### src/rtl/shift_step_sequencer.sv
// Sequences a 64-bit load/enable shift register through greedy 8-steps then 1-steps.
// Optional SHIFT_STEP_SEQUENCER_ABORT_EN adds an abort input that cancels an in-flight request.
module shift_step_sequencer #(
  parameter int DATA_W = 64,
  parameter int CNT_W  = 6
) (
  input  logic              clk,
  input  logic              resetn,
  input  logic              start,
`ifdef SHIFT_STEP_SEQUENCER_ABORT_EN
  input  logic              abort,
`endif
  input  logic              dir,
  input  logic [CNT_W-1:0]  count,
  input  logic [DATA_W-1:0] data,
  output logic              ready,
  output logic              sh_load,
  output logic              sh_ena,
  output logic [1:0]        sh_amount,
  output logic [DATA_W-1:0] sh_data,
  input  logic [DATA_W-1:0] sh_q,
  output logic [DATA_W-1:0] result,
  output logic              result_valid
);

  typedef enum logic [2:0] {IDLE, LOAD, SHIFT, CAPTURE, DONE} state_t;

  state_t             state;
  logic [CNT_W-1:0]   rem;
  logic [CNT_W-1:0]   rem_dec;
  logic               op_dir;
  logic               abort_hit;

  always_comb rem_dec = (rem >= CNT_W'(8)) ? rem - CNT_W'(8) : rem - CNT_W'(1);

`ifdef SHIFT_STEP_SEQUENCER_ABORT_EN
  assign abort_hit = abort && (state == LOAD || state == SHIFT || state == CAPTURE);
`else
  assign abort_hit = 1'b0;
`endif

  // Outputs are registered with the state they belong to, so each is computed
  // from the next-state values rather than decoded after the fact.
  always_ff @(posedge clk or negedge resetn) begin
    if (!resetn) begin
      state        <= IDLE;
      rem          <= '0;
      op_dir       <= 1'b0;
      ready        <= 1'b1;
      sh_load      <= 1'b0;
      sh_ena       <= 1'b0;
      sh_amount    <= 2'b00;
      sh_data      <= '0;
      result       <= '0;
      result_valid <= 1'b0;
    end else begin
      sh_load      <= 1'b0;
      sh_ena       <= 1'b0;
      sh_amount    <= 2'b00;
      sh_data      <= '0;
      result_valid <= 1'b0;
      if (abort_hit) begin
        state <= IDLE;
        rem   <= '0;
        ready <= 1'b1;
      end else begin
        case (state)
          IDLE: begin
            if (start) begin
              op_dir  <= dir;
              rem     <= count;
              state   <= LOAD;
              ready   <= 1'b0;
              sh_load <= 1'b1;
              sh_data <= data;
            end
          end
          LOAD: begin
            if (rem != '0) begin
              state     <= SHIFT;
              sh_ena    <= 1'b1;
              sh_amount <= {op_dir, rem >= CNT_W'(8)};
            end else begin
              state <= CAPTURE;
            end
          end
          SHIFT: begin
            rem <= rem_dec;
            if (rem_dec == '0) begin
              state <= CAPTURE;
            end else begin
              sh_ena    <= 1'b1;
              sh_amount <= {op_dir, rem_dec >= CNT_W'(8)};
            end
          end
          CAPTURE: begin
            result       <= sh_q;
            result_valid <= 1'b1;
            state        <= DONE;
          end
          DONE: begin
            state <= IDLE;
            ready <= 1'b1;
          end
          default: begin
            state <= IDLE;
            ready <= 1'b1;
          end
        endcase
      end
    end
  end

endmodule

### config.mk
export PLATFORM = sky130hd
export DESIGN_NAME = shift_step_sequencer
export DESIGN_NICKNAME = d
export VERILOG_FILES = /design/src/rtl/shift_step_sequencer.sv
export SDC_FILE = /design/constraint.sdc
export NUM_CORES = 1
export LEC_CHECK = 0
export BUFFER_PORTS_ARGS = -buffer_cell sky130_fd_sc_hd__buf_2
export CAP_MARGIN = 10
export CORE_AREA = 3 3 113 115
export DETAILED_ROUTE_END_ITERATION = 16
export DIE_AREA = 0 0 116 118
export PLACE_DENSITY = 0.82
export SETUP_SLACK_MARGIN = 0.05
export SLEW_MARGIN = 20
export SYNTH_ARGS = -nofsm -noshare
export SYNTH_HDL_FRONTEND = slang
export SYNTH_SLANG_ARGS = --single-unit
### constraint.sdc
create_clock -name clk -period 2.2 [get_ports clk]
set_input_delay 0.44 -clock clk [delete_from_list [all_inputs] [get_ports clk]]
set_output_delay 0.44 -clock clk [all_outputs]
set_load 0.03 [all_outputs]
Word-level counts from Yosys, hierarchy flattened:

Cells that the tools add are included.

* $add $sub $neg: 2
* shifts and indexed selects: 0
* divide/modulo/power cells: 0
* order comparisons: 2
* $mul: 0
* muxes and demuxes: 20
* reductions and logical operators: 9
* equality and inequality tests: 5
* bitwise logic cells: 1

Operators by type and width (number)
* $mux W64: 2
* $ge A6 B4 Y1 const B: 2
* $mux W6: 2
* $pmux W3 S4: 1
* $pmux W6 S2: 1
* $reduce_and A2 Y1: 4
* $mux W1: 7
* $eq A3 B2 Y1 const B: 2
* $logic_not A6 Y1: 1
* $mux W3: 2
* $reduce_bool A6 Y1: 1
* $sub A6 B1 Y6 const B: 1
* $sub A6 B4 Y6 const B: 1
* $mux W2: 2
* $ne A2 B2 Y1 const B: 2
* $pmux W1 S2: 2
* $pmux W2 S2: 1
* $eq A3 B1 Y1 const B: 1
* $logic_not A3 Y1: 1
* $reduce_or A3 Y1: 1
* $reduce_bool A2 Y1: 1
* $not A1 Y1: 1

* register bits after elaboration: 144
* bits in read-only memories: 0
* memories: 0
* input port bits: 138
* logic and storage cells: 49
* RAM bits: 0
* latch bits: 0

Longest topological paths before layout:

* word-level depth: 5
* depth in mapped cells: 7

Worst setup path after synthesis:

OpenSTA, ideal clock, no wires.

* path type: flip-flop to flip-flop
* start point: register state[2]
* end point: register rem[5]
* library setup time: 0.134 ns
* path slack: 0.537 ns
* arrival time: 1.529 ns
* cell stages (with the launch flop): 8
* period minus slack after synthesis: 1.663 ns
* cells stage by stage: dfrtp_1 -> buf_6 -> or4b_4 -> buf_6 -> clkinv_8 -> buf_12 -> mux2i_1 -> o21ai_1

* word-level cells in the longest chain between the ends: 3
* elaborated cells on any way between the ends: 6
* classes of those cells: eq/ne: 2; mux: 1; reduce/logical: 3

RTL lines
* from (decl): line 28 `state_t state;`
* from (signal assigned): line 46 `state <= IDLE;`
* from (signal assigned): line 63 `state <= IDLE;`
* from (signal assigned): line 72 `state <= LOAD;`
* $eq A3 B2 Y1 or $logic_not A3 Y1 (tied branches): line 67 `case (state)`
* $reduce_bool A2 Y1 (no line) or $ne A2 B2 Y1 (tied branches)
* $reduce_and A2 Y1 (no line)
* to (signal assigned): line 71 `rem <= count;`
* to (signal assigned): line 88 `rem <= rem_dec;`
* to (decl): line 29 `logic [CNT_W-1:0] rem;`

Several ways; a longest one is shown, not always the timed one.
A chain may end at the register's enable or synchronous reset.

Worst setup path in the final report:

* start point: register state[2]
* end point: register rem[3]

Same word-level chain as after synthesis.

==> results <==
- The flow ran to the end, and the final reports show no timing, DRC or antenna violations.
- The number of port buffers is approximately 270.
- The combinational family with the most area after synthesis is multiplexers.
- The area of all sequential standard cells is between 3000 and 4000 µm².
- Clock tree synthesis selected as its root buffer the cell sky130_fd_sc_hd__clkbuf_16.
- Detailed placement ended at an HPWL of between 9000 and 10000 µm.
- Clock-pin slew was measured on the worst setup and hold paths at approximately 0.060 ns.
- The static leakage is 3.97 nW.
- The number of H-tree levels is 4.
- The number of antenna diodes in the final layout is 0.
- The highest clock frequency the design can meet is 537 MHz.
- In this design, the largest share of critical-path delay is due to simple AND/OR/NAND/NOR gates.
- Counting the fill cells in the layout gives just over 900.
- For this block, the routed nets add up to ~13000 µm of wire.
- The startpoint of the worst hold path is data[58].
- Of the total synthesized cell area, the portion taken by full adders, half adders and majority gates is 0.00938.
- The final clock period utilization by the worst path is 0.847.
- During I/O placement, the number of pins put on the boundary was 272.
- The areal power density over the cells is ~1600 nW/µm².
- The floorplan step set the die width to about 120 µm.
- The count of routing violations after the opening detailed-route iteration is approximately 140.
- After synthesis the netlist holds a flip-flop and latch count of roughly 140.
- The multiplexer share of the synthesized area is 0.141.
- The effective utilization at floorplan is 0.448.
- The total buffers and inverters traversed by the critical path is 1.
- The detailed router placed 3751 vias in this run.
- TritonCTS built the clock tree.
- The die covers about 14000 µm².
- The critical path startpoint is state[2]$_DFFE_PN0P_.
- STA classifies the critical path endpoint as a flip-flop.
- The min-delay analysis places its worst path in the category in2reg.
- STA puts the critical path data arrival time at roughly 2.2 ns.
- After detailed routing, the number of remaining DRC violations is 0.
- The number of placement rows is 40.
- Of the total synthesized cell area, the portion taken by XOR and XNOR cells is 0.00493.
- The number of antenna violations at the first check in global routing was 0.
- The proportion of layout cells with a drive suffix above 1 is 0.587.
- The required time of the worst setup path is between 2 and 2.5 ns.
- The remaining global-route overflow is 0.
- The number of nets handed over by synthesis was approximately 500.
- The critical path runs through a total of 4 cells.
- For the pin with the worst max-slew slack, the measured transition is 0.478 ns.
- The final hold violation count was 0.
- The worst setup path is launched from a flip-flop.
- In the final layout, the multi-input gates occupy roughly 1600 µm².
- Measured in cells, the most critical reg-to-reg path has a length of 4.
- In this run, post-CTS repair resized a total of 0 instances.
- The relative max-transition margin is 0.679.
- The critical path goes through or4b_4, clkinv_8, nor2_2, a221o_1.
- Setup repair after global routing left no endpoint under its margin.
- Once placement finished, the instance area stood at about 6800 µm².
- The slowest stage cell on the critical path is sky130_fd_sc_hd__or4b_4.
- The top cell type by total area after synthesis is sky130_fd_sc_hd__dfrtp_1.
- The congestion estimate from routability-driven global placement came to a little over 0.8.
- The share of the synthesized area in compound gates (AO/OA/AOI/OAI) is 0.0225.
- The number of warning messages in the yosys log is 0.
- The number of setup violations in the final report is 0.
- After detailed routing, the number of vias per cell comes to approximately 4.7.
- The count of cells along the worst hold path is 2.
- After synthesis, the cell types taking the most area are sky130_fd_sc_hd__dfrtp_1 67%, sky130_fd_sc_hd__mux2_2 14%, sky130_fd_sc_hd__and2_1 7.6%.
- Entering global routing, the biggest net connects 72 pins.
- The share of the Yosys chip area taken by registers is 0.676.
- The post-synthesis simple-gate area fraction is 0.114.
- On the worst path, the slowest cell contributes a delay of 0.67 ns.
- The clock latency at the later pin of the worst-skew pair is approximately 0.41 ns.
- The most used flip-flop cell after synthesis is sky130_fd_sc_hd__dfrtp_1.
- The via count of the first global-routing pass came to a little over 4000.
- The final number of max-transition violations is 0.
- The core area is 11900 µm².
- The count of antenna-violating nets left after detailed routing is 0.
- Counting flops with a built-in enable in the synthesized netlist gives 0.
- The average wire length per cell after detail routing is about 16 µm.
- The maximum fanout count along the critical path is 71.
- For this run, the post-layout net count is 780.
- The area growth from synthesis to layout is 40.6%.
- The all-layer global routing usage is 0.195.
- The share of synthesized area in the top cell type comes to 0.671.
- In this run the cell area of the synthesized design comes to ~5300 µm².
- The worst setup path is of the reg2reg kind.
- The reg-to-reg startpoint is state[2]$_DFFE_PN0P_.
- In the synthesized netlist the async set-or-reset flop fraction comes to 1.00.
- The clock skew is 0.00739 ns.
- The clock sink total is approximately 140.
- In this run, CTS created clock tree buffers numbering 17.
- The setup total negative slack is 0 ns.
- The number of iterations in the first detailed-routing pass is 4.
- The maximum buffer depth of the clock tree is 2.
- The total non-filler cell area in the finished layout is between 7000 and 8000 µm².
- The distinct cell type count after synthesis is 45.
- The die extent in y is 118 µm.
- For the finished layout, the period the worst path requires is between 1.5 and 2 ns.
- The max-capacitance violation count is 0.
- The first-pass GRT wire length is between 20000 and 25000 µm.
- The largest vdd supply drop is around 0.00087 V.
- Averaged over all synthesized cells, the footprint is 14.9 µm².
- The cell count after synthesis came out at about 360.
power breakdown:
| part | internal [mW] | switching (mW) |
|---|---|---|
| registers | 3.62 | 0.497 |
| clock network | 2.05 | 1.07 |
| logic | 1.78 | 3.16 |
registers in the layout (all words and copies together), names as in the netlist:
register      flops
result           64
sh_data          64
rem               6
state             3
sh_amount         2
op_dir            1
ready             1
result_valid      1
sh_ena            1
sh_load           1
per-layer routing:
metal,global-route usage,wire length (µm),up-vias
met5,0,0,-
met4,0.0718,216,0
met3,0.0756,1220,16
met2,0.346,6850,179
met1,0.207,4780,1802
li1,-,-,1754
layout make-up:
| type | instances | share of cell area |
|---|---|---|
| Clock buffer | 19 | 0.0591 |
| Clock inverter | 13 | 0.0279 |
| Inverter | 7 | 0.00517 |
| Multi-Input combinational cell | 190 | 0.209 |
| Sequential cell | 144 | 0.481 |
| Tap cell | 147 | 0.0245 |
| Timing Repair Buffer | 278 | 0.194 |
per-stage QoR:
step | hold WS [ns] | setup WS [ns] | power (mW) | cells | util
3_5_place_dp | 0.414 | 0.337 | 9.11 | 765 | 0.574
5_1_grt | 0.214 | 0.241 | 12.8 | 798 | 0.630
3_3_place_gp | 0.406 | 0.389 | 8.91 | 765 | 0.574
2_1_floorplan | 0.144 | 0.537 | 7.66 | 359 | -
6_report | 0.232 | 0.337 | 12.2 | 798 | 0.630
4_1_cts | 0.212 | 0.334 | 12.3 | 798 | 0.630
cells in the final DEF (no fill, tap or decap), types with 2 or more instances in the layout:
cell type,instances
sky130_fd_sc_hd__a31oi_1,2
sky130_fd_sc_hd__clkinvlp_4,3
sky130_fd_sc_hd__clkinv_2,2
sky130_fd_sc_hd__and2_1,65
sky130_fd_sc_hd__a21oi_1,3
sky130_fd_sc_hd__bufinv_16,5
sky130_fd_sc_hd__a211oi_1,2
sky130_fd_sc_hd__nand4_1,2
sky130_fd_sc_hd__clkbuf_16,17
sky130_fd_sc_hd__dfrtp_1,143
sky130_fd_sc_hd__buf_12,3
sky130_fd_sc_hd__mux2_2,64
sky130_fd_sc_hd__buf_4,3
sky130_fd_sc_hd__xnor2_1,2
sky130_fd_sc_hd__inv_1,6
sky130_fd_sc_hd__ha_1,4
sky130_fd_sc_hd__nor2_1,10
sky130_fd_sc_hd__nor3_1,4
sky130_fd_sc_hd__nand2_1,6
sky130_fd_sc_hd__buf_2,270
sky130_fd_sc_hd__o21ai_0,2
sky130_fd_sc_hd__inv_6,2
sky130_fd_sc_hd__nor3b_2,2
worst paths after layout:
check                      slack (ns)                     end
min reg2reg                      0.50       ready$_DFFE_PN1P_
max reg2reg                      0.34      rem[3]$_DFFE_PN0P_
max                              0.34      rem[3]$_DFFE_PN0P_
min in group asynchronous        0.55  result[38]$_DFFE_PN0P_
max in group asynchronous        1.00       ready$_DFFE_PN1P_
min                              0.23   sh_data[58]$_DFF_PN0_
synthesized netlist by cell type (all sizes together) (2+ instances only):
cell and n:
xnor2 2, nand2 6, a211oi 3, a21oi 3, inv 6, nor3 5, nor3b 3, clkbuf 6
or3b 2, a31oi 2, mux2i 2, buf 12, and2 65, nor2 11, dfrtp 143, ha 4
nand4 2, mux2 64, o21ai 3
what timing repair did:
item                      in CTS  in global routing
hold endpoints to repair      45                  0
hold buffers                   1                  0
buffers inserted               0                  0
logic make-up (layout without fill, tap and decap cells):
family / after synthesis / count (layout)
buf+inv: 25 / 317
flops: 144 / 144
simple gates: 100 / 100
xor+xnor: 3 / 3
fa+ha+maj: 4 / 4
compound gates: 17 / 17
mux: 66 / 66
No activity file was read; power rests on OpenSTA's default activity.
